[src/rtl/dma_mem_responder_if.sv]
`default_nettype none
// dma_mem_responder_if -- per-core request/grant/valid bus, downstream memory port and status (rev 1.0)
interface dma_mem_responder_if #(
   parameter int NUM_CORES = 4,
   parameter int ADDR_W    = 48,
   parameter int DATA_W    = 64
);
   logic [NUM_CORES-1:0]        core_req;
   logic [NUM_CORES-1:0]        core_we;
   logic [NUM_CORES*ADDR_W-1:0] core_addr;
   logic [NUM_CORES*DATA_W-1:0] core_wdata;
   logic [NUM_CORES-1:0]        core_gnt;
   logic [NUM_CORES-1:0]        core_valid;
   logic [DATA_W-1:0]           core_rdata;
   logic                        mem_req;
   logic                        mem_we;
   logic [ADDR_W-1:0]           mem_addr;
   logic [DATA_W-1:0]           mem_wdata;
   logic                        mem_ack;
   logic                        mem_rvalid;
   logic [DATA_W-1:0]           mem_rdata;
   logic                        busy;
   logic                        err_misaligned;
   logic [31:0]                 rd_count;
   logic [31:0]                 wr_count;

   modport slave (
      input  core_req, core_we, core_addr, core_wdata, mem_ack, mem_rvalid, mem_rdata,
      output core_gnt, core_valid, core_rdata, mem_req, mem_we, mem_addr, mem_wdata,
             busy, err_misaligned, rd_count, wr_count
   );

   modport master (
      output core_req, core_we, core_addr, core_wdata, mem_ack, mem_rvalid, mem_rdata,
      input  core_gnt, core_valid, core_rdata, mem_req, mem_we, mem_addr, mem_wdata,
             busy, err_misaligned, rd_count, wr_count
   );
endinterface
`default_nettype wire

[src/rtl/dma_mem_responder.sv]
`default_nettype none
// dma_mem_responder -- round-robin arbiter forwarding one core access at a time to a
// variable-latency memory port and returning read data with a valid pulse (rev 1.0)
module dma_mem_responder #(
   parameter int NUM_CORES = 4,
   parameter int ADDR_W    = 48,
   parameter int DATA_W    = 64
) (
   input  wire logic          clk,
   input  wire logic          rst_n,
   dma_mem_responder_if.slave bus
);
   localparam int IDX_W = (NUM_CORES > 1) ? $clog2(NUM_CORES) : 1;

   typedef enum logic [1:0] {
      S_IDLE   = 2'd0,
      S_GRANT  = 2'd1,
      S_MEM    = 2'd2,
      S_RDWAIT = 2'd3
   } state_t;

   state_t               r_state;
   logic [IDX_W-1:0]     r_last;
   logic [IDX_W-1:0]     r_sel;
   logic [NUM_CORES-1:0] r_gnt;
   logic [NUM_CORES-1:0] r_valid;
   logic [DATA_W-1:0]    r_rdata;
   logic                 r_mem_req;
   logic                 r_mem_we;
   logic [ADDR_W-1:0]    r_mem_addr;
   logic [DATA_W-1:0]    r_mem_wdata;
   logic                 r_err;
   logic [31:0]          r_rd_count;
   logic [31:0]          r_wr_count;

   logic [IDX_W-1:0]     w_idx;
   logic [IDX_W-1:0]     w_winner;
   logic                 w_any;
   logic                 w_we;
   logic [ADDR_W-1:0]    w_addr;
   logic [DATA_W-1:0]    w_wdata;

   // Walk the ring from farthest to nearest so the closest requester after r_last wins.
   always_comb begin
      w_idx    = r_last;
      w_winner = r_last;
      w_any    = 1'b0;
      for (int k = NUM_CORES; k >= 1; k--) begin
         w_idx = IDX_W'((int'(r_last) + k) % NUM_CORES);
         if (bus.core_req[w_idx]) begin
            w_winner = w_idx;
            w_any    = 1'b1;
         end
      end
   end

   assign w_we    = bus.core_we[r_sel];
   assign w_addr  = bus.core_addr[int'(r_sel)*ADDR_W +: ADDR_W];
   assign w_wdata = bus.core_wdata[int'(r_sel)*DATA_W +: DATA_W];

   always_ff @(posedge clk or negedge rst_n) begin
      if (!rst_n) begin
         r_state     <= S_IDLE;
         r_last      <= IDX_W'(NUM_CORES - 1);
         r_sel       <= '0;
         r_gnt       <= '0;
         r_valid     <= '0;
         r_rdata     <= '0;
         r_mem_req   <= 1'b0;
         r_mem_we    <= 1'b0;
         r_mem_addr  <= '0;
         r_mem_wdata <= '0;
         r_err       <= 1'b0;
         r_rd_count  <= '0;
         r_wr_count  <= '0;
      end else begin
         r_gnt   <= '0;
         r_valid <= '0;
         case (r_state)
            S_IDLE: begin
               if (w_any) begin
                  r_state <= S_GRANT;
                  r_last  <= w_winner;
                  r_sel   <= w_winner;
                  r_gnt   <= NUM_CORES'(1) << w_winner;
               end
            end
            S_GRANT: begin
               r_mem_req   <= 1'b1;
               r_mem_we    <= w_we;
               r_mem_addr  <= {w_addr[ADDR_W-1:3], 3'b000};
               r_mem_wdata <= w_wdata;
               if (w_addr[2:0] != 3'b000) begin
                  r_err <= 1'b1;
               end
               if (w_we) begin
                  r_wr_count <= r_wr_count + 32'd1;
               end else begin
                  r_rd_count <= r_rd_count + 32'd1;
               end
               r_state <= S_MEM;
            end
            S_MEM: begin
               if (bus.mem_ack) begin
                  r_mem_req <= 1'b0;
                  r_state   <= r_mem_we ? S_IDLE : S_RDWAIT;
               end
            end
            S_RDWAIT: begin
               if (bus.mem_rvalid) begin
                  r_rdata <= bus.mem_rdata;
                  r_valid <= NUM_CORES'(1) << r_sel;
                  r_state <= S_IDLE;
               end
            end
            default: r_state <= S_IDLE;
         endcase
      end
   end

   assign bus.core_gnt       = r_gnt;
   assign bus.core_valid     = r_valid;
   assign bus.core_rdata     = r_rdata;
   assign bus.mem_req        = r_mem_req;
   assign bus.mem_we         = r_mem_we;
   assign bus.mem_addr       = r_mem_addr;
   assign bus.mem_wdata      = r_mem_wdata;
   assign bus.busy           = (r_state != S_IDLE);
   assign bus.err_misaligned = r_err;
   assign bus.rd_count       = r_rd_count;
   assign bus.wr_count       = r_wr_count;
endmodule
`default_nettype wire

[src/flat_wrapper.sv]
// flat-port wrapper written by rule: the top's interface ports become plain ports
module dma_mem_responder_flat 
#(
   parameter int NUM_CORES = 4,
   parameter int ADDR_W    = 48,
   parameter int DATA_W    = 64
)
  (clk, rst_n, bus_core_req, bus_core_we, bus_core_addr, bus_core_wdata, bus_mem_ack, bus_mem_rvalid, bus_mem_rdata, bus_core_gnt, bus_core_valid, bus_core_rdata, bus_mem_req, bus_mem_we, bus_mem_addr, bus_mem_wdata, bus_busy, bus_err_misaligned, bus_rd_count, bus_wr_count);
  dma_mem_responder_if #(.NUM_CORES(NUM_CORES), .ADDR_W(ADDR_W), .DATA_W(DATA_W)) bus_i ();
  input  wire logic clk;
  input  wire logic rst_n;
  input wire logic [$bits(bus_i.core_req)-1:0] bus_core_req;
  input wire logic [$bits(bus_i.core_we)-1:0] bus_core_we;
  input wire logic [$bits(bus_i.core_addr)-1:0] bus_core_addr;
  input wire logic [$bits(bus_i.core_wdata)-1:0] bus_core_wdata;
  input wire logic [$bits(bus_i.mem_ack)-1:0] bus_mem_ack;
  input wire logic [$bits(bus_i.mem_rvalid)-1:0] bus_mem_rvalid;
  input wire logic [$bits(bus_i.mem_rdata)-1:0] bus_mem_rdata;
  output wire logic [$bits(bus_i.core_gnt)-1:0] bus_core_gnt;
  output wire logic [$bits(bus_i.core_valid)-1:0] bus_core_valid;
  output wire logic [$bits(bus_i.core_rdata)-1:0] bus_core_rdata;
  output wire logic [$bits(bus_i.mem_req)-1:0] bus_mem_req;
  output wire logic [$bits(bus_i.mem_we)-1:0] bus_mem_we;
  output wire logic [$bits(bus_i.mem_addr)-1:0] bus_mem_addr;
  output wire logic [$bits(bus_i.mem_wdata)-1:0] bus_mem_wdata;
  output wire logic [$bits(bus_i.busy)-1:0] bus_busy;
  output wire logic [$bits(bus_i.err_misaligned)-1:0] bus_err_misaligned;
  output wire logic [$bits(bus_i.rd_count)-1:0] bus_rd_count;
  output wire logic [$bits(bus_i.wr_count)-1:0] bus_wr_count;
  assign bus_i.core_req = bus_core_req;
  assign bus_i.core_we = bus_core_we;
  assign bus_i.core_addr = bus_core_addr;
  assign bus_i.core_wdata = bus_core_wdata;
  assign bus_i.mem_ack = bus_mem_ack;
  assign bus_i.mem_rvalid = bus_mem_rvalid;
  assign bus_i.mem_rdata = bus_mem_rdata;
  assign bus_core_gnt = bus_i.core_gnt;
  assign bus_core_valid = bus_i.core_valid;
  assign bus_core_rdata = bus_i.core_rdata;
  assign bus_mem_req = bus_i.mem_req;
  assign bus_mem_we = bus_i.mem_we;
  assign bus_mem_addr = bus_i.mem_addr;
  assign bus_mem_wdata = bus_i.mem_wdata;
  assign bus_busy = bus_i.busy;
  assign bus_err_misaligned = bus_i.err_misaligned;
  assign bus_rd_count = bus_i.rd_count;
  assign bus_wr_count = bus_i.wr_count;
  dma_mem_responder #(.NUM_CORES(NUM_CORES), .ADDR_W(ADDR_W), .DATA_W(DATA_W)) u_core (.clk(clk), .rst_n(rst_n), .bus(bus_i));
endmodule
[config.mk]
export PLATFORM = sky130hd
export DESIGN_NAME = dma_mem_responder_flat
export DESIGN_NICKNAME = d
export VERILOG_FILES = /design/src/rtl/dma_mem_responder_if.sv /design/src/rtl/dma_mem_responder.sv /design/src/flat_wrapper.sv
export SDC_FILE = /design/constraint.sdc
export NUM_CORES = 1
export LEC_CHECK = 0
export ABC_CLOCK_PERIOD_IN_PS = 1600
export CORE_AREA = 2 2 305 307
export DETAILED_ROUTE_END_ITERATION = 8
export DIE_AREA = 0 0 307 309
export GPL_ROUTABILITY_DRIVEN = 0
export PLACE_DENSITY = 0.42
export SLEW_MARGIN = 20
export SYNTH_ARGS = -nofsm -noshare
export SYNTH_HDL_FRONTEND = slang
export SYNTH_SLANG_ARGS = --single-unit
[constraint.sdc]
create_clock -name clk -period 1.6 [get_ports clk]
set_input_delay 0.16 -clock clk [delete_from_list [all_inputs] [get_ports clk]]
set_output_delay 0.16 -clock clk [all_outputs]
set_load 0.05 [all_outputs]
==> flow_summary.ini <==
[synth]
postSynthCellCount = 1220
synth_top_area_share = 0.494
synthTopCellsByArea = dfrtp_1 49%, mux4_2 19%, nand2_1 16%
synth_seq_cells = 254
yosys.area.top_type = dfrtp_1
synth-main-ff-cell = dfrtp_1
ys_seq_area_frac = 0.498
synth_area_mm2 = 0.0128
async_flop_share = 1.00
ys_warn_count = 0
synth-edff-count = 0
ys_types = 50
syn-mean-instance-area_um2 = 10.5

[finish]
final_cell_mix = 522 x clkdlybuf4s50_1, 485 x nand2_1, 329 x buf_4, 205 x dfrtp_1, 109 x mux4_2
layout-drive-gt1-share = 0.368
final_common_cell = clkdlybuf4s50_1
syn_to_final_growth_pct = 98.2
fill_cells = 9587
nets = 2653

[drt]
antenna_left = 0
vias_per_cell = 3.86
firstDrtPassIters = 5
drt-total-wl_um = 68900
drc = 0
wire_per_inst_um = 20.6
via_count = 12900
drt_iter0_drc = 655

[min_path]
min_from = bus_mem_rdata[33]
hold_class = input pin to flop

[sta]
min_period_ns = 1.91
hold_viol = 0
worstMarginPinSlew_ns = 0.629
fin_ws_ns = -0.314
max_freq_ghz = 0.523
fin_crit_sh = 1.20
maxSlewHeadroom = 0.580
maxSlewViolCount = 0
rsz0062_at_grt = yes
fin_skew_ns = 0.0226
setup_tns_ns = -33.25
setup_viol = 178

[floorplan]
rows = 111
die_y_um = 309
fp.dieArea_mm2 = 0.0949
core_mm2 = 0.0914
ioPinCount = 776
die_x_um = 307
start_util = 0.140

[power]
power_density_mw_per_mm2 = 1870
ir_drop_v = 0.000819
p_leak_nw = 11.5

[global_routing]
grt_pass1_vias = 13800
antenna_found_initial = 7
grt_max_degree = 78
grt-ovfl-total = 0
grt_pass1_wl_um = 93000
grt_usage = 0.132

[worst_setup_path]
cp.arrival_ns = 2.34
worstPathRequired_ns = 2.03
setup.worst_path.class = flop to flop
endpoint_kind = flop
critPathMaxFanout = 6
path_cells = mux2_4 -> buf_6 -> a22o_4 -> and2_4 -> nor2b_4 -> xor2_1
critPathMaxStageDelay_ns = 0.54
reg2reg_from = u_core.r_sel[0]$_DFFE_PN0P_
crit_path_start_kind = flop
slowest_stage = dfrtp_4
crit_buf_inv = 1
crit_path_start = u_core.r_sel[0]$_DFFE_PN0P_
crit_family = flip-flops

[clock_tree]
cts.sinks = 254
clk_latency_ns = 0.54
cts-root-buf = clkbuf_16
path_clk_slew_ns = 0.06
cts_made_buffers = 36
cts_buffer_depth = 3
htree_levels = 2
cts_tree = yes

[outcome]
outcome = finished with violations
violations = negative setup slack

[placed_design]
pre_cts_ws_ns = -0.397
portBuffers = 772
hpwl_um = 51700

[job]
max_cap_violations = 0
[sequential cells by signal (all words and copies together), names as in the netlist]
register and count:
u_core.bus.core_gnt 4, u_core.bus.wr_count 32, u_core.bus.err_misaligned 1, u_core.bus.mem_addr 45, u_core.bus.mem_req 1, u_core.bus.rd_count 32, u_core.bus.mem_we 1, u_core.r_state 2
u_core.bus.mem_wdata 64, u_core.r_last 2, u_core.bus.core_rdata 64, u_core.r_sel 2, u_core.bus.core_valid 4
[what timing repair did]
item | 4_1_cts | 5_1_grt
hold buffers | 1 | 0
pin swaps | 66 | 110
gates cloned | 10 | 14
buffers inserted | 29 | 21
endpoints found under the hold margin | 251 | 0
endpoints found under the setup margin | 184 | 249
resized for setup | 123 | 149
[final timing paths]
| path | end | slack [ns] | cells after the start |
|---|---|---|---|
| max in group asynchronous | u_core.bus.mem_wdata[13]$_DFFE_PN0P_ | 0.74 | 3 |
| min in group asynchronous | u_core.bus.mem_addr[39]$_DFFE_PN0P_ | 0.15 | 2 |
| worst max register to register | u_core.bus.wr_count[9]$_DFFE_PN0P_ | -0.31 | 6 |
| worst min register to register | u_core.bus.core_rdata[43]$_DFFE_PN0P_ | 0.47 | 2 |
| worst min-delay path | u_core.bus.core_rdata[33]$_DFFE_PN0P_ | 0.14 | 3 |
| worst max-delay path | u_core.bus.wr_count[9]$_DFFE_PN0P_ | -0.31 | 6 |
[where the power goes]
| group | internal (mW) | leakage (nW) | switching, mW |
|---|---|---|---|
| Sequential | 8.88 | 3.13 | 1.65 |
| Combinational | 11.2 | 7.78 | 17.2 |
| Clock | 5.14 | 0.596 | 3.23 |
| Total | 25.2 | 11.5 | 22.1 |
[cells in the mapped netlist (6+ instances only)]
cell	count
buf_2	18
clkbuf_1	38
a21oi_1	6
nor3_1	15
nand2_1	556
buf_1	10
mux4_2	109
nand4_1	13
xor2_1	31
xnor2_1	31
inv_1	11
nor2_1	35
nand3_1	19
nor4_1	6
and3_1	8
dfrtp_1	252
[worst register-to-register path, delay by kind of cell, from the launching register on]
family	cells	cell delay [ns]
muxes	1	0.37
AOI/OAI and AO/OA	1	0.30
DFF	1	0.54
and+or+nand+nor	2	0.32
xor gates and xnor gates	1	0.13
buffers and inverters	1	0.14
[metrics by stage]
| stage | power, mW | cells | hold slack [ns] | util | instance area [um2] |
|---|---|---|---|---|---|
| finish | 47.3 | 3342 | 0.142 | 0.277 | 25300 |
| floorplan | 25.6 | 1222 | -0.136 | - | 12900 |
| global placement | 35.4 | 3215 | 0.115 | 0.244 | 22300 |
| detailed placement | 35.5 | 3215 | 0.108 | 0.244 | 22300 |
| CTS | 46.7 | 3319 | 0.0942 | 0.268 | 24500 |
| global route | 49.9 | 3341 | 0.125 | 0.277 | 25300 |
[cells by family after synthesis]
family / synth area share
muxes: 0.197
and+or+nand+nor: 0.221
other: 0.000294
buffers and inverters: 0.0282
DFF: 0.498
xor gates and xnor gates: 0.0425
adders and majority gates: 0.00196
AOI/OAI and AO/OA: 0.0109
[layout make-up]
type	count	area, um2	share of cell area
repair buffers	938	9220	0.364
multi-input cells	886	6900	0.273
flip-flops and latches	254	6420	0.254
well taps	1186	1480	0.0586
clock buffers	51	1030	0.0406
clock inverters	14	198	0.00781
inverters	11	41.3	0.00163
diodes	2	5.00	0.000198
[metal layers]
metal,track usage,wire (um),up-vias
met4,0.0354,1420,6
met1,0.163,27700,6421
li1,-,-,5931
met3,0.0319,4860,79
met5,0,34,-
met2,0.229,34900,477
Power figures use the tool's default switching activity.
